<file path="src/rtl/nand_lane_fifo.sv">
// nand_lane_fifo: bitwise NAND/AND/NOR/OR reduction of LANES x WIDTH words into a DEPTH-entry valid/ready FIFO.
// Optional define NAND_LANE_FIFO_PARITY_EN stores an even-parity bit per entry and presents it on out_parity.
module nand_lane_fifo #(
    parameter int LANES = 4,
    parameter int WIDTH = 6,
    parameter int DEPTH = 4
) (
    input  logic                       clk,
    input  logic                       rst_n,
    input  logic                       in_valid,
    output logic                       in_ready,
    input  logic [LANES*WIDTH-1:0]     in_data,
    input  logic [1:0]                 in_mode,
    output logic                       out_valid,
    input  logic                       out_ready,
    output logic [WIDTH-1:0]           out_data,
`ifdef NAND_LANE_FIFO_PARITY_EN
    output logic                       out_parity,
`endif
    output logic [$clog2(DEPTH+1)-1:0] count
);
    localparam int AW = $clog2(DEPTH);
    localparam int PW = AW + 1;
    localparam int CW = $clog2(DEPTH + 1);
`ifdef NAND_LANE_FIFO_PARITY_EN
    localparam int EW = WIDTH + 1;
`else
    localparam int EW = WIDTH;
`endif
    // Full when the pointers differ only in the wrap bit.
    localparam logic [PW-1:0] FULL_XOR = PW'(DEPTH);

    localparam logic [1:0] MODE_NAND = 2'b00;
    localparam logic [1:0] MODE_AND  = 2'b01;
    localparam logic [1:0] MODE_NOR  = 2'b10;

    logic [EW-1:0]    mem_q [DEPTH];
    logic [EW-1:0]    mem_d [DEPTH];
    logic [PW-1:0]    wr_ptr_q, wr_ptr_d;
    logic [PW-1:0]    rd_ptr_q, rd_ptr_d;
    logic [CW-1:0]    count_q, count_d;
    logic             in_ready_q, in_ready_d;
    logic [WIDTH-1:0] and_red, or_red, result;
    logic [EW-1:0]    entry;
    logic             push, pop, empty;

    always_comb begin
        and_red = '1;
        or_red  = '0;
        for (int k = 0; k < LANES; k++) begin
            and_red = and_red & in_data[k*WIDTH +: WIDTH];
            or_red  = or_red | in_data[k*WIDTH +: WIDTH];
        end
        case (in_mode)
            MODE_NAND: result = ~and_red;
            MODE_AND:  result = and_red;
            MODE_NOR:  result = ~or_red;
            default:   result = or_red;
        endcase
`ifdef NAND_LANE_FIFO_PARITY_EN
        entry = {^result, result};
`else
        entry = result;
`endif
    end

    assign empty = (wr_ptr_q == rd_ptr_q);
    assign push  = in_valid && in_ready_q;
    assign pop   = !empty && out_ready;

    always_comb begin
        mem_d    = mem_q;
        wr_ptr_d = wr_ptr_q;
        rd_ptr_d = rd_ptr_q;
        count_d  = count_q;
        if (push) begin
            mem_d[wr_ptr_q[AW-1:0]] = entry;
            wr_ptr_d = wr_ptr_q + PW'(1);
        end
        if (pop) begin
            rd_ptr_d = rd_ptr_q + PW'(1);
        end
        case ({push, pop})
            2'b10:   count_d = count_q + CW'(1);
            2'b01:   count_d = count_q - CW'(1);
            default: count_d = count_q;
        endcase
        // Registered ready: derived from next-state pointers, so no path from out_ready.
        in_ready_d = ((wr_ptr_d ^ rd_ptr_d) != FULL_XOR);
    end

    always_ff @(posedge clk or negedge rst_n) begin
        if (!rst_n) begin
            mem_q      <= '{default: '0};
            wr_ptr_q   <= '0;
            rd_ptr_q   <= '0;
            count_q    <= '0;
            in_ready_q <= 1'b1;
        end else begin
            mem_q      <= mem_d;
            wr_ptr_q   <= wr_ptr_d;
            rd_ptr_q   <= rd_ptr_d;
            count_q    <= count_d;
            in_ready_q <= in_ready_d;
        end
    end

    assign in_ready  = in_ready_q;
    assign out_valid = !empty;
    assign out_data  = mem_q[rd_ptr_q[AW-1:0]][WIDTH-1:0];
    assign count     = count_q;
`ifdef NAND_LANE_FIFO_PARITY_EN
    assign out_parity = mem_q[rd_ptr_q[AW-1:0]][WIDTH];
`endif

endmodule

</file>
<file path="config.mk">
export PLATFORM = sky130hd
export DESIGN_NAME = nand_lane_fifo
export DESIGN_NICKNAME = d
export VERILOG_FILES = /design/src/rtl/nand_lane_fifo.sv
export SDC_FILE = /design/constraint.sdc
export NUM_CORES = 1
export LEC_CHECK = 0
export ABC_CLOCK_PERIOD_IN_PS = 1900
export BUFFER_PORTS_ARGS = -buffer_cell sky130_fd_sc_hd__buf_2
export CORE_MARGIN = 2
export CORE_UTILIZATION = 35
export CTS_CLUSTER_DIAMETER = 100
export DETAILED_ROUTE_END_ITERATION = 10
export SYNTH_ARGS = -nofsm -noshare
export SYNTH_HDL_FRONTEND = slang
export SYNTH_SLANG_ARGS = --single-unit
export TNS_END_PERCENT = 10
</file>
<file path="constraint.sdc">
create_clock -name clk -period 1.9 [get_ports clk]
set_input_delay 0.19 -clock clk [delete_from_list [all_inputs] [get_ports clk]]
set_output_delay 0.19 -clock clk [all_outputs]
set_load 0.01 [all_outputs]
</file>
# Word level (Yosys, flattened, before mapping)
# Index checks and enable logic that the tools add are counted.
# Widths: inputs -> output; s select.
# classes
n_lt_le_gt_ge,3
n_bitwise,11
n_mux,10
add_sub_neg,4
n_reduce_logical,6
n_eq_ne,6
# op_table
operator,count
$bwmux 24,1
$and 6x6->6,3
$mux 6,3
$or 6x6->6,3
$pmux 6 s3,1
$bmux 6 s2,1
$demux 6 s2,1
$not 6->6,2
$add 3x1->3 const B,3
$ge 3x3->1 const B,2
$mux 3,2
$not 2->3,2
$pmux 3 s2,1
$eq 2x1->1 const B,2
$eq 2x2->1 const B,2
$eq 3x3->1,1
$logic_and 1x1->1,3
$lt 3x1->1 const B,1
$ne 3x3->1 const B,1
$sub 3x1->3 const B,1
$xor 3x3->3,1
$logic_not 2->1,1
$reduce_bool 2->1,1
$logic_not 1->1,1
# word_totals
reg_bits,34
output_inout_bits,11
elab_cells,48

# Logic depth before layout (Yosys ltp)
# Gate-level depths: netlist of the first run.
# depth
word_depth,6
ltp_mapped,8
mapped_depth_nobuf,7

# Least setup slack after synthesis of the first run
# No wires, ideal clock.
# synth_path
path_type,reg-to-reg
startpoint,register rd_ptr_q[0]
endpoint,register count_q[1] (netlist: count[1])
setup_slack_ns,-0.138
arrival_ns,1.913
path_stages_with_launch,7
setup_time_ns,0.125
path_cell_list,dfrtp_1 buf_6 xnor2_1 a31oi_1 ha_1 fa_1 mux2_2
# synth_between
elab_chain_cells,5
# synth_lines
element,line,rtl
start: declaration,40,"logic [PW-1:0] rd_ptr_q, rd_ptr_d;"
start signal: assignment,102,rd_ptr_q <= rd_ptr_d;
$eq 3x3->1 *,67,assign empty = (wr_ptr_q == rd_ptr_q);
$logic_not 1->1 *,69,assign pop = !empty && out_ready;
$logic_and 1x1->1 *,69,
$eq 2x1->1 or $eq 2x2->1 (tied branches),83,"case ({push, pop})"
$pmux 3 s2 *,83,
named net count_d[1],41,"logic [CW-1:0] count_q, count_d;"
end signal: assignment,103,count_q <= count_d;
end: declaration,41,
# The timed path passes the listed nets; every way through them passes the cells marked *.
# A chain may end at the register's enable or synchronous reset.

# Worst setup path after layout of the first run
# layout_path
startpoint,register wr_ptr_q[2]
endpoint,register count_q[2] (netlist: count[2])
# layout_between
elab_chain_cells,5
# layout_lines
element,line,rtl
start: declaration,39,"logic [PW-1:0] wr_ptr_q, wr_ptr_d;"
start signal: assignment,101,wr_ptr_q <= wr_ptr_d;
$eq 3x3->1 *,67,
$logic_not 1->1 *,69,
$logic_and 1x1->1 *,69,
$eq 2x1->1 or $eq 2x2->1 (tied branches),83,
$pmux 3 s2 or $reduce_bool 2->1 (tied branches),n/a,
# Mark *: on every way between the ends. The rest lies on a longest branch, timed or not.

==> results of run 1 <==
==> repair_timing <==
item                                    CTS  global route
endpoints found under the setup margin    1             1
gates resized for setup                   1             6
pin swaps                                 0             5
buffers inserted                          0             5
==> worst max-delay path by stage <==
stage,to,slack (ns),cells past startpoint
3_5_place_dp,count[2]$_DFFE_PN0P_,0.03,7
4_1_cts,count[2]$_DFFE_PN0P_,0.008,7
3_3_place_gp,count[2]$_DFFE_PN0P_,0.06,7
5_1_grt,count[2]$_DFFE_PN0P_,-0.01,7
2_1_floorplan,count[2]$_DFFE_PN0P_,0.008,8
6_report,count[2]$_DFFE_PN0P_,0.09,7
==> cells in the final DEF (no fill, tap or decap), drive strengths merged, types with 2 or more instances in the layout <==
| cell type | count |
|---|---|
| buf | 54 |
| dfrtp | 33 |
| nand2 | 32 |
| o21ai | 25 |
| xnor2 | 12 |
| xor2 | 10 |
| nand4 | 7 |
| clkbuf | 7 |
| mux4 | 6 |
| o41ai | 6 |
| ha | 6 |
| nand3 | 5 |
| inv | 3 |
| mux2 | 2 |
==> cell type report <==
type	instances	area share, %
inverters	3	0.488
clock buffers	7	3.74
clock inverters	1	0.217
well taps	67	3.63
repair buffers	54	13.4
multi-input cells	122	41.4
flip-flops and latches	34	37.2
==> cells by family (layout without fill, tap and decap cells) <==
kind of cell | Yosys count | in the layout
mux | 8 | 8
buf+inv | 10 | 65
compound gates | 36 | 36
simple gates | 49 | 49
fa+ha+maj | 7 | 7
flops | 34 | 34
xor+xnor | 22 | 22
==> power by group through the flow <==
stage,registers [µW],logic [µW],clock network (µW)
final,1360,2110,562
after global routing,1400,2340,598
after CTS,1340,1980,569
after detailed placement,1350,1970,0
after global placement,1340,1950,0
after floorplan,1320,1380,0
==> per-layer routing <==
metal / global-route usage [%] / part of all wire, % / routed length, µm / vias up
met5: 0 / 0 / 0 / -
met4: 4.68 / 1.1 / 42 / 0
met3: 4.76 / 6.1 / 227 / 6
met2: 22.9 / 46 / 1690 / 41
met1: 19.1 / 47 / 1760 / 648
li1: - / - / - / 701
==> state kept, by name (all words and copies together) (netlist names) <==
| signal | flops |
|---|---|
| wr_ptr_q | 3 |
| mem_q | 24 |
| in_ready | 1 |
| count | 3 |
| rd_ptr_q | 3 |
==> stage by stage <==
stage | std cells | power (µW) | instance area (µm²) | util, %
2_1_floorplan | 166 | 2700 | 1840 | -
3_3_place_gp | 275 | 3290 | 2150 | 44.6
3_5_place_dp | 275 | 3320 | 2150 | 44.6
4_1_cts | 283 | 3890 | 2240 | 46.6
5_1_grt | 288 | 4340 | 2310 | 47.9
6_report | 288 | 4020 | 2310 | 47.9
==> qor.txt, run 1 <==
status -> finished, violations left
failing checks -> negative hold slack
fillers -> 473
Synth Warn # -> 0
Synth Flop Type -> dfrtp_1
compound-cell area share of the yosys netlist -> 11.9%
clock transition at the registers of the reported paths -> 0.07 ns
routed vias/inst -> 4.85
routed via count -> 1396
Syn Nets -> 203
# DRC -> 0
EDFF count, synth -> 0
Register Area -> 858 µm²
FF+latch count, synth -> 34
# IOs -> 41
Core Area -> 4820 µm²
setup total negative slack -> 0 ns
ANT nets after route -> 0
Internal Power -> 2520 µW
Synth Area in Simple Gates -> 12.4%
Core Rows -> 25
Final Hold Fails -> 33
Crit path largest cell delay -> 0.45 ns
R2R setup slack -> 0.09 ns
top cells by area, synth -> dfrtp_1 46%, mux4_2 7.6%, o21ai_0 7.0%, nand2_1 6.5%, xnor2_1 5.9%
CTS tree -> done
Die X -> 75.3 µm
worst path bufs/invs -> 0
First-pass DRT Iterations -> 4
Starting Density -> 37.0%
Tmin final -> 1.81 ns
Leak Pwr -> 0.00107 µW
share of the synthesized area in the top cell type -> 46.4%
Sequential Power Share -> 33.7%
CP max stage cell -> dfrtp_2
post-synthesis mux area share -> 9.07%
syn_area_per_cell -> 10.7 µm²
Slew HR -> 49.8%
Max Fclk -> 553 MHz
Synth Area in XOR/XNOR -> 10.8%
CP top delay family -> adder cells
final max-slew violation count -> 0
worst clock skew -> 0.00489 ns
WHS -> -0.0368 ns
clock latency on the worst-skew pair -> 0.29 ns
CTS buffer count -> 5
Synth top cells by count -> 33 x dfrtp_1, 31 x nand2_1, 25 x o21ai_0
Final setup viols -> 0
Routed WL -> 3720 µm
Clk network pwr share -> 14.0%
largest net degree at the start of global routing -> 35
ratio of cells with drive above 1 in the final layout -> 37.1%
DR WL/cell -> 12.9 µm
CTS sink count -> 34
Synth Area in Adders -> 5.34%
Root Buffer -> clkbuf_8
port bufs -> 40
max_cap viols -> 0
Worst setup SP type -> flip-flop
Mapped Cells -> 166
FFs w/ async S/R, synth -> 100%
Worst setup startpoint -> wr_ptr_q[2]$_DFF_PN0_
most frequent cell after synthesis -> dfrtp_1
Net count, final -> 257
Multi-input gate area -> 955 µm²
number of antenna violations at the first check in global routing -> 0
CP cell instances -> xnor2_4 -> a31oi_4 -> ha_4 -> fa_1 -> xnor2_1 -> nor2_1 -> xor2_1
sequential fraction of the synthesis area -> 47.9%
slew of the pin with the lowest slew margin -> 0.753 ns
sw frac -> 37.4%
Chip Height -> 75.3 µm
first-pass GRT wire length -> 6020 µm
Psw -> 1510 µW
DP HPWL -> 2710 µm
worst flop-to-flop path startpoint -> wr_ptr_q[2]$_DFF_PN0_
maximum vdd ir drop -> 0.594 mV
GPL Wtd Cong -> 0.848
Reg-to-Reg End -> count[2]$_DFFE_PN0P_
vias in the first global route -> 1290
Place WS -> 0.0287 ns
H-tree depth -> 2
CP Class -> reg -> reg
violation count after the first detailed-route iteration -> 33
min-delay worst type -> in -> async
PD cells -> 1740 nW/µm²
leading area contributor after synthesis -> dfrtp_1
Max clock buf depth -> 2
n_diodes -> 0
Post-CTS Hold Buffers -> 0
final worst-path cycle share -> 95.2%
overall routing resource usage -> 14.5%
worst setup margin -> 0.0913 ns
Layout Area Growth over Synthesis -> 29.7%
crit end category -> flip-flop
Worst Reg-to-Reg Cells -> 7
combinational power share -> 52.3%
synthesized cell area -> 1780 µm²
DIE AREA -> 5670 µm²
global route total overflow -> 0
Req. time, crit path -> 2.08 ns
crit path max fanout -> 3
Critical Path AT -> 1.99 ns
largest family of logic cells by synthesized area -> simple AND/OR/NAND/NOR gates
library cells used by synthesis -> 30
(Power assumes the default switching activity.)
==> run 2: changes to the inputs <==
Settings changed: CTS_CLUSTER_SIZE from default to 25, PLACE_DENSITY_LB_ADDON from default to 0.12.
==> run 2 against run 1 <==
  * The flow still finishes with violations (negative hold slack)
  * Count of clock-buffer cells in the layout is 1 lower
  * Register-to-register slack worse by 0.02 ns
  * Critical path type unchanged
  * Largest power group unchanged
  * Critical path depth is 1 lower
  * Total power is 1.3% lower
  * Design area is 0.70% lower
  * Global-route usage is 1.5 points higher
  * Sequential power hardly changed
  * Worst hold slack better by 0.0065 ns
  * Utilization is 0.34 points lower
==> qor.txt, run 2 (same netlist as run 1, synthesis figures left out) <==
worst setup margin -> 0.0697 ns (-0.0216 ns)
Crit path largest cell delay -> 0.53 ns (+0.08 ns)
GPL Wtd Cong -> 0.835 (-1.6%)
Worst setup SP type -> flip-flop
area of placed instances -> 2150 µm² (unchanged)
Worst setup startpoint -> wr_ptr_q[1]$_DFF_PN0_
WHS -> -0.0304 ns (+0.00646 ns)
routed via count -> 1450 (+3.9%)
final worst-path cycle share -> 96.3% (+1.1 points)
Psw -> 1500 µW (-0.37%)
sw frac -> 37.8% (+0.35 points)
status -> finished, violations left
unrepaired setup endpoints after global routing -> no
Critical Path AT -> 2.06 ns (+0.07 ns)
setup total negative slack -> 0 ns (unchanged)
Chip Height -> 75.3 µm (unchanged)
Core Area -> 4820 µm² (unchanged)
Final Hold Fails -> 33 (unchanged)
ANT nets after route -> 0 (unchanged)
PD cells -> 1730 nW/µm² (-0.59%)
CP Class -> reg -> reg
worst flop-to-flop path startpoint -> wr_ptr_q[1]$_DFF_PN0_
most frequent cells in the layout -> 40 x buf_2, 31 x nand2_1, 31 x dfrtp_1
Internal Power -> 2470 µW (-1.8%)
Max clock buf depth -> 2 (unchanged)
# DRC -> 0 (unchanged)
clock transition at the registers of the reported paths -> 0.07 ns (about the same)
first-pass GRT wire length -> 6600 µm (+9.6%)
DP HPWL -> 2970 µm (+9.6%)
Routed WL -> 4030 µm (+8.2%)
# IOs -> 41 (unchanged)
CTS sink count -> 34 (unchanged)
Place WS -> 0.0262 ns (-0.00252 ns)
crit end category -> flip-flop
Sequential Power Share -> 33.7% (about the same)
Die X -> 75.3 µm (unchanged)
crit path max fanout -> 3 (unchanged)
Req. time, crit path -> 2.13 ns (+0.05 ns)
Root Buffer -> clkbuf_8
Max Fclk -> 546 MHz (-1.2%)
combinational power share -> 52.2% (about the same)
largest net degree at the start of global routing -> 35 (unchanged)
DR WL/cell -> 14.0 µm (+8.6%)
final max-slew violation count -> 0 (unchanged)
overall routing resource usage -> 16.0% (+1.5 points)
CTS tree -> done
Tmin final -> 1.83 ns (+0.0216 ns)
Leak Pwr -> 0.00106 µW (-0.49%)
worst clock skew -> 0.00524 ns (+0.000346 ns)
Starting Density -> 37.0% (unchanged)
min-delay worst type -> in -> async
post-layout util -> 47.6% (-0.34 points)
DIE AREA -> 5670 µm² (unchanged)
maximum vdd ir drop -> 0.498 mV (-16%)
slew of the pin with the lowest slew margin -> 0.762 ns (+0.00875 ns)
H-tree depth -> 2 (unchanged)
vias in the first global route -> 1433 (+11%)
First-pass DRT Iterations -> 4 (unchanged)
CP max stage cell -> or4_1
max FFs per register -> 24 (unchanged)
Design Area, Final -> 2290 µm² (-0.70%)
Final setup viols -> 0 (unchanged)
register bank with the most flops -> mem_q
leading cell type in the layout, fill and taps excluded -> buf_2
Layout Area Growth over Synthesis -> 28.7%
CTS buffer count -> 5 (unchanged)
Clk network pwr share -> 14.0% (about the same)
Net count, final -> 256 (-0.39%)
Core Rows -> 25 (unchanged)
max_cap viols -> 0 (unchanged)
number of antenna violations at the first check in global routing -> 0 (unchanged)
failing checks -> negative hold slack
Slew HR -> 49.2% (-0.58 points)
routed vias/inst -> 5.05 (+4.2%)
violation count after the first detailed-route iteration -> 43 (+30%)
CP cell instances -> buf_4 -> inv_1 -> ha_1 -> mux2_4 -> or4_1 -> nand4_1
ratio of cells with drive above 1 in the final layout -> 36.4% (-0.74 points)
clock latency on the worst-skew pair -> 0.29 ns (about the same)
n_diodes -> 0 (unchanged)
global route total overflow -> 0 (unchanged)
port bufs -> 40 (unchanged)
run 2: cell count changes in the layout (fill, tap and decap cells not counted), sizes merged:
cell,delta
clkbuf,-1
clkinvlp,+1
buf,-1
run 2: area by class of cell:
class                           instances  area (µm²)
Clock buffer                            6        82.6
Clock inverter                          2        12.5
Fill cell                             463        2520
Inverter                                3        11.3
Multi-Input combinational cell        122         946
Sequential cell                        34         855
Tap cell                               67        83.8
Timing Repair Buffer                   53         302
run 2: metal layers:
metal	track usage (%)	routed length, µm	up-vias
met4	7.41	91	0
met3	3.57	190	7
met5	0	0	-
li1	-	-	696
met2	28.3	2110	49
met1	18.5	1640	698
run 2: critical path, delay by kind of cell, from the launching register on:
kind,cells,cell delay [ns]
adders and majority gates,1,0.22
buffers and inverters,2,0.22
and+or+nand+nor,2,0.62
DFF,1,0.42
muxes,1,0.29
run 2: what timing repair did:
| item | in CTS | in global routing |
|---|---|---|
| buffers inserted | 0 | 4 |
| hold buffers | 0 | 0 |
| resized for setup | 0 | 4 |
| setup endpoints to repair | 0 | 9 |
run 2: through the flow:
step,total power (µW),std cells,hold slack (ns)
5_1_grt,4310,287,0.0310
6_report,3970,287,-0.0304
2_1_floorplan,2700,166,-0.106
3_5_place_dp,3330,275,0.311
3_3_place_gp,3250,275,0.286
4_1_cts,3900,283,0.00328
run 2: power by group through the flow:
stage               clock, µW  combinational [µW]  sequential (µW)
floorplan                   0                1380             1320
global placement            0                1930             1320
detailed placement          0                1970             1360
CTS                       571                1980             1340
global route              606                2320             1380
finish                    558                2070             1340
run 2: path summary, 6_finish.rpt:
path | end | slack [ns] | depth (start not counted)
max in group asynchronous | rd_ptr_q[0]$_DFF_PN0_ | 1.41 | 1
worst max register to register | in_ready$_DFF_PN1_ | 0.07 | 6
worst max-delay path | in_ready$_DFF_PN1_ | 0.07 | 6
worst min register to register | count[2]$_DFFE_PN0P_ | 0.48 | 1
worst min-delay path | mem_q[11]$_DFFE_PN0P_ | -0.03 | 1
min in group clk | rd_ptr_q[2]$_DFF_PN0_ | 0.32 | 4
==> run 3: changes to the inputs <==
Settings changed: ABC_CLOCK_PERIOD_IN_PS 1900 to 2000.
Clock period 1.9 ns to 2 ns, I/O delays scaled along.
==> run 3 against run 2 <==
  * Total power down 11%
  * Sequential power decreased by 7%
  * Final cell count shrank 1.7%
  * Register-to-register slack gained 0.09 ns
  * The run still ends with negative hold slack left
  * Design area decreased by 3.9%
  * Clock power shrank 8.6%
  * Critical path type unchanged
==> qor.txt, run 3 (same netlist as run 1, synthesis figures left out) <==
H-tree depth -> 2 (unchanged)
Routed WL -> 3730 µm (-7.3%)
Layout Area Growth over Synthesis -> 23.7%
final cell count without fillers -> 282 (-1.7%)
Die X -> 75.3 µm (unchanged)
Design Area, Final -> 2200 µm² (-3.9%)
Post-CTS Setup Bufs -> 0 (unchanged)
First-pass DRT Iterations -> 4 (unchanged)
DR WL/cell -> 13.2 µm (-5.7%)
CTS tree -> done
max FFs per register -> 24 (unchanged)
Worst Reg-to-Reg Cells -> 7 (+1)
ANT nets after route -> 0 (unchanged)
Slew HR -> 50.6% (+1.4 points)
Tmin final -> 1.84 ns (+0.0115 ns)
Chip Height -> 75.3 µm (unchanged)
min-delay worst type -> in -> async
leading cell type in the layout, fill and taps excluded -> buf_2
Placed Cells incl. Taps -> 274 (-0.36%)
Req. time, crit path -> 2.17 ns (+0.04 ns)
violation count after the first detailed-route iteration -> 59 (+37%)
CTS buffer count -> 5 (unchanged)
# IOs -> 41 (unchanged)
Max clock buf depth -> 2 (unchanged)
first-pass GRT wire length -> 6140 µm (-7.0%)
number of antenna violations at the first check in global routing -> 0 (unchanged)
GPL Wtd Cong -> 0.793 (-5.0%)
vias in the first global route -> 1308 (-8.7%)
Core Area -> 4820 µm² (unchanged)
maximum vdd ir drop -> 0.377 mV (-24%)
area of placed instances -> 2100 µm² (-2.5%)
overall routing resource usage -> 14.8% (-1.3 points)
Worst setup SP type -> flip-flop
PD cells -> 1600 nW/µm² (-7.8%)
unrepaired setup endpoints after global routing -> no
crit end category -> flip-flop
routed via count -> 1402 (-3.3%)
DIE AREA -> 5670 µm² (unchanged)
post-layout util -> 45.7% (-1.9 points)
clock transition at the registers of the reported paths -> 0.07 ns (about the same)
final max-slew violation count -> 0 (unchanged)
Post-CTS Hold Buffers -> 0 (unchanged)
Net count, final -> 251 (-2.0%)
largest net degree at the start of global routing -> 35 (unchanged)
status -> finished, violations left
# DRC -> 0 (unchanged)
Starting Density -> 37.0% (unchanged)
CP Class -> reg -> reg
global route total overflow -> 0 (unchanged)
R2R setup slack -> 0.16 ns (+0.09 ns)
slew of the pin with the lowest slew margin -> 0.741 ns (-0.0206 ns)
worst clock skew -> 0.00565 ns (+0.000417 ns)
clock latency on the worst-skew pair -> 0.28 ns (about the same)
ratio of cells with drive above 1 in the final layout -> 32.1% (-4.3 points)
failing checks -> negative hold slack
final worst-path cycle share -> 92.1% (-4.2 points)
DP HPWL -> 2850 µm (-4.1%)
register bank with the most flops -> mem_q
Leak Pwr -> 0.00103 µW (-2.8%)
crit path max fanout -> 3 (unchanged)
Root Buffer -> clkbuf_8
WHS -> -0.0161 ns (+0.0143 ns)
n_diodes -> 0 (unchanged)
CTS sink count -> 34 (unchanged)
max_cap viols -> 0 (unchanged)
routed vias/inst -> 4.97 (-1.6%)
most frequent cells in the layout -> 40 x buf_2, 33 x dfrtp_1, 31 x nand2_1
post-CTS sizing -> 0 (unchanged)
Final Hold Fails -> 33 (unchanged)
Critical Path AT -> 2.01 ns (-0.05 ns)
Core Rows -> 25 (unchanged)
setup total negative slack -> 0 ns (unchanged)
port bufs -> 40 (unchanged)
Final setup viols -> 0 (unchanged)
Max Fclk -> 543 MHz (-0.63%)
## run 3: critical path: stages (launching register included)
cell	delay, ns
dfrtp_1	0.41
xnor2_2	0.24
a31oi_2	0.13
ha_1	0.23
fa_1	0.38
xnor2_1	0.15
nor2_1	0.06
xor2_1	0.13
## run 3: power by group
part           switching [µW]  total (µW)  leakage (µW)  internal, µW
Clock                     233         510     0.0000482           277
Sequential                213        1240      0.000418          1020
Combinational             877        1770      0.000566           895
Total                    1320        3520       0.00103          2200
## run 3: final cells by class
cell class | count | area, µm²
well taps | 67 | 83.8
inverters | 3 | 11.3
clock buffers | 7 | 86.3
flip-flops and latches | 34 | 852
clock inverters | 1 | 5.00
fillers | 482 | 2620
multi-input cells | 122 | 903
repair buffers | 48 | 260
## run 3: routing by layer
layer,global-route usage (%),wire length [µm],vias to the layer above
met5,0,0,-
met4,6.43,77,0
met3,2.78,175,8
met2,25.8,1920,45
met1,17.8,1560,661
li1,-,-,688
## run 3: through the flow
| stage | total power [µW] | hold slack, ns | setup WS (ns) |
|---|---|---|---|
| floorplan | 2440 | -0.0956 | -0.0240 |
| global placement | 2930 | 0.287 | 0.129 |
| detailed placement | 3020 | 0.303 | 0.0778 |
| CTS | 3540 | 0.00207 | 0.0612 |
| global route | 3820 | 0.0449 | 0.0582 |
| finish | 3520 | -0.0161 | 0.158 |
## run 3: path summary, 6_finish.rpt
kind                                             from                     to
worst max-delay path            wr_ptr_q[1]$_DFF_PN0_   count[2]$_DFFE_PN0P_
worst min-delay path                            rst_n  mem_q[15]$_DFFE_PN0P_
worst max register to register  wr_ptr_q[1]$_DFF_PN0_   count[2]$_DFFE_PN0P_
worst min register to register   count[2]$_DFFE_PN0P_   count[2]$_DFFE_PN0P_
max in group asynchronous                       rst_n  mem_q[17]$_DFFE_PN0P_
min in group clk                             in_valid  wr_ptr_q[0]$_DFF_PN0_
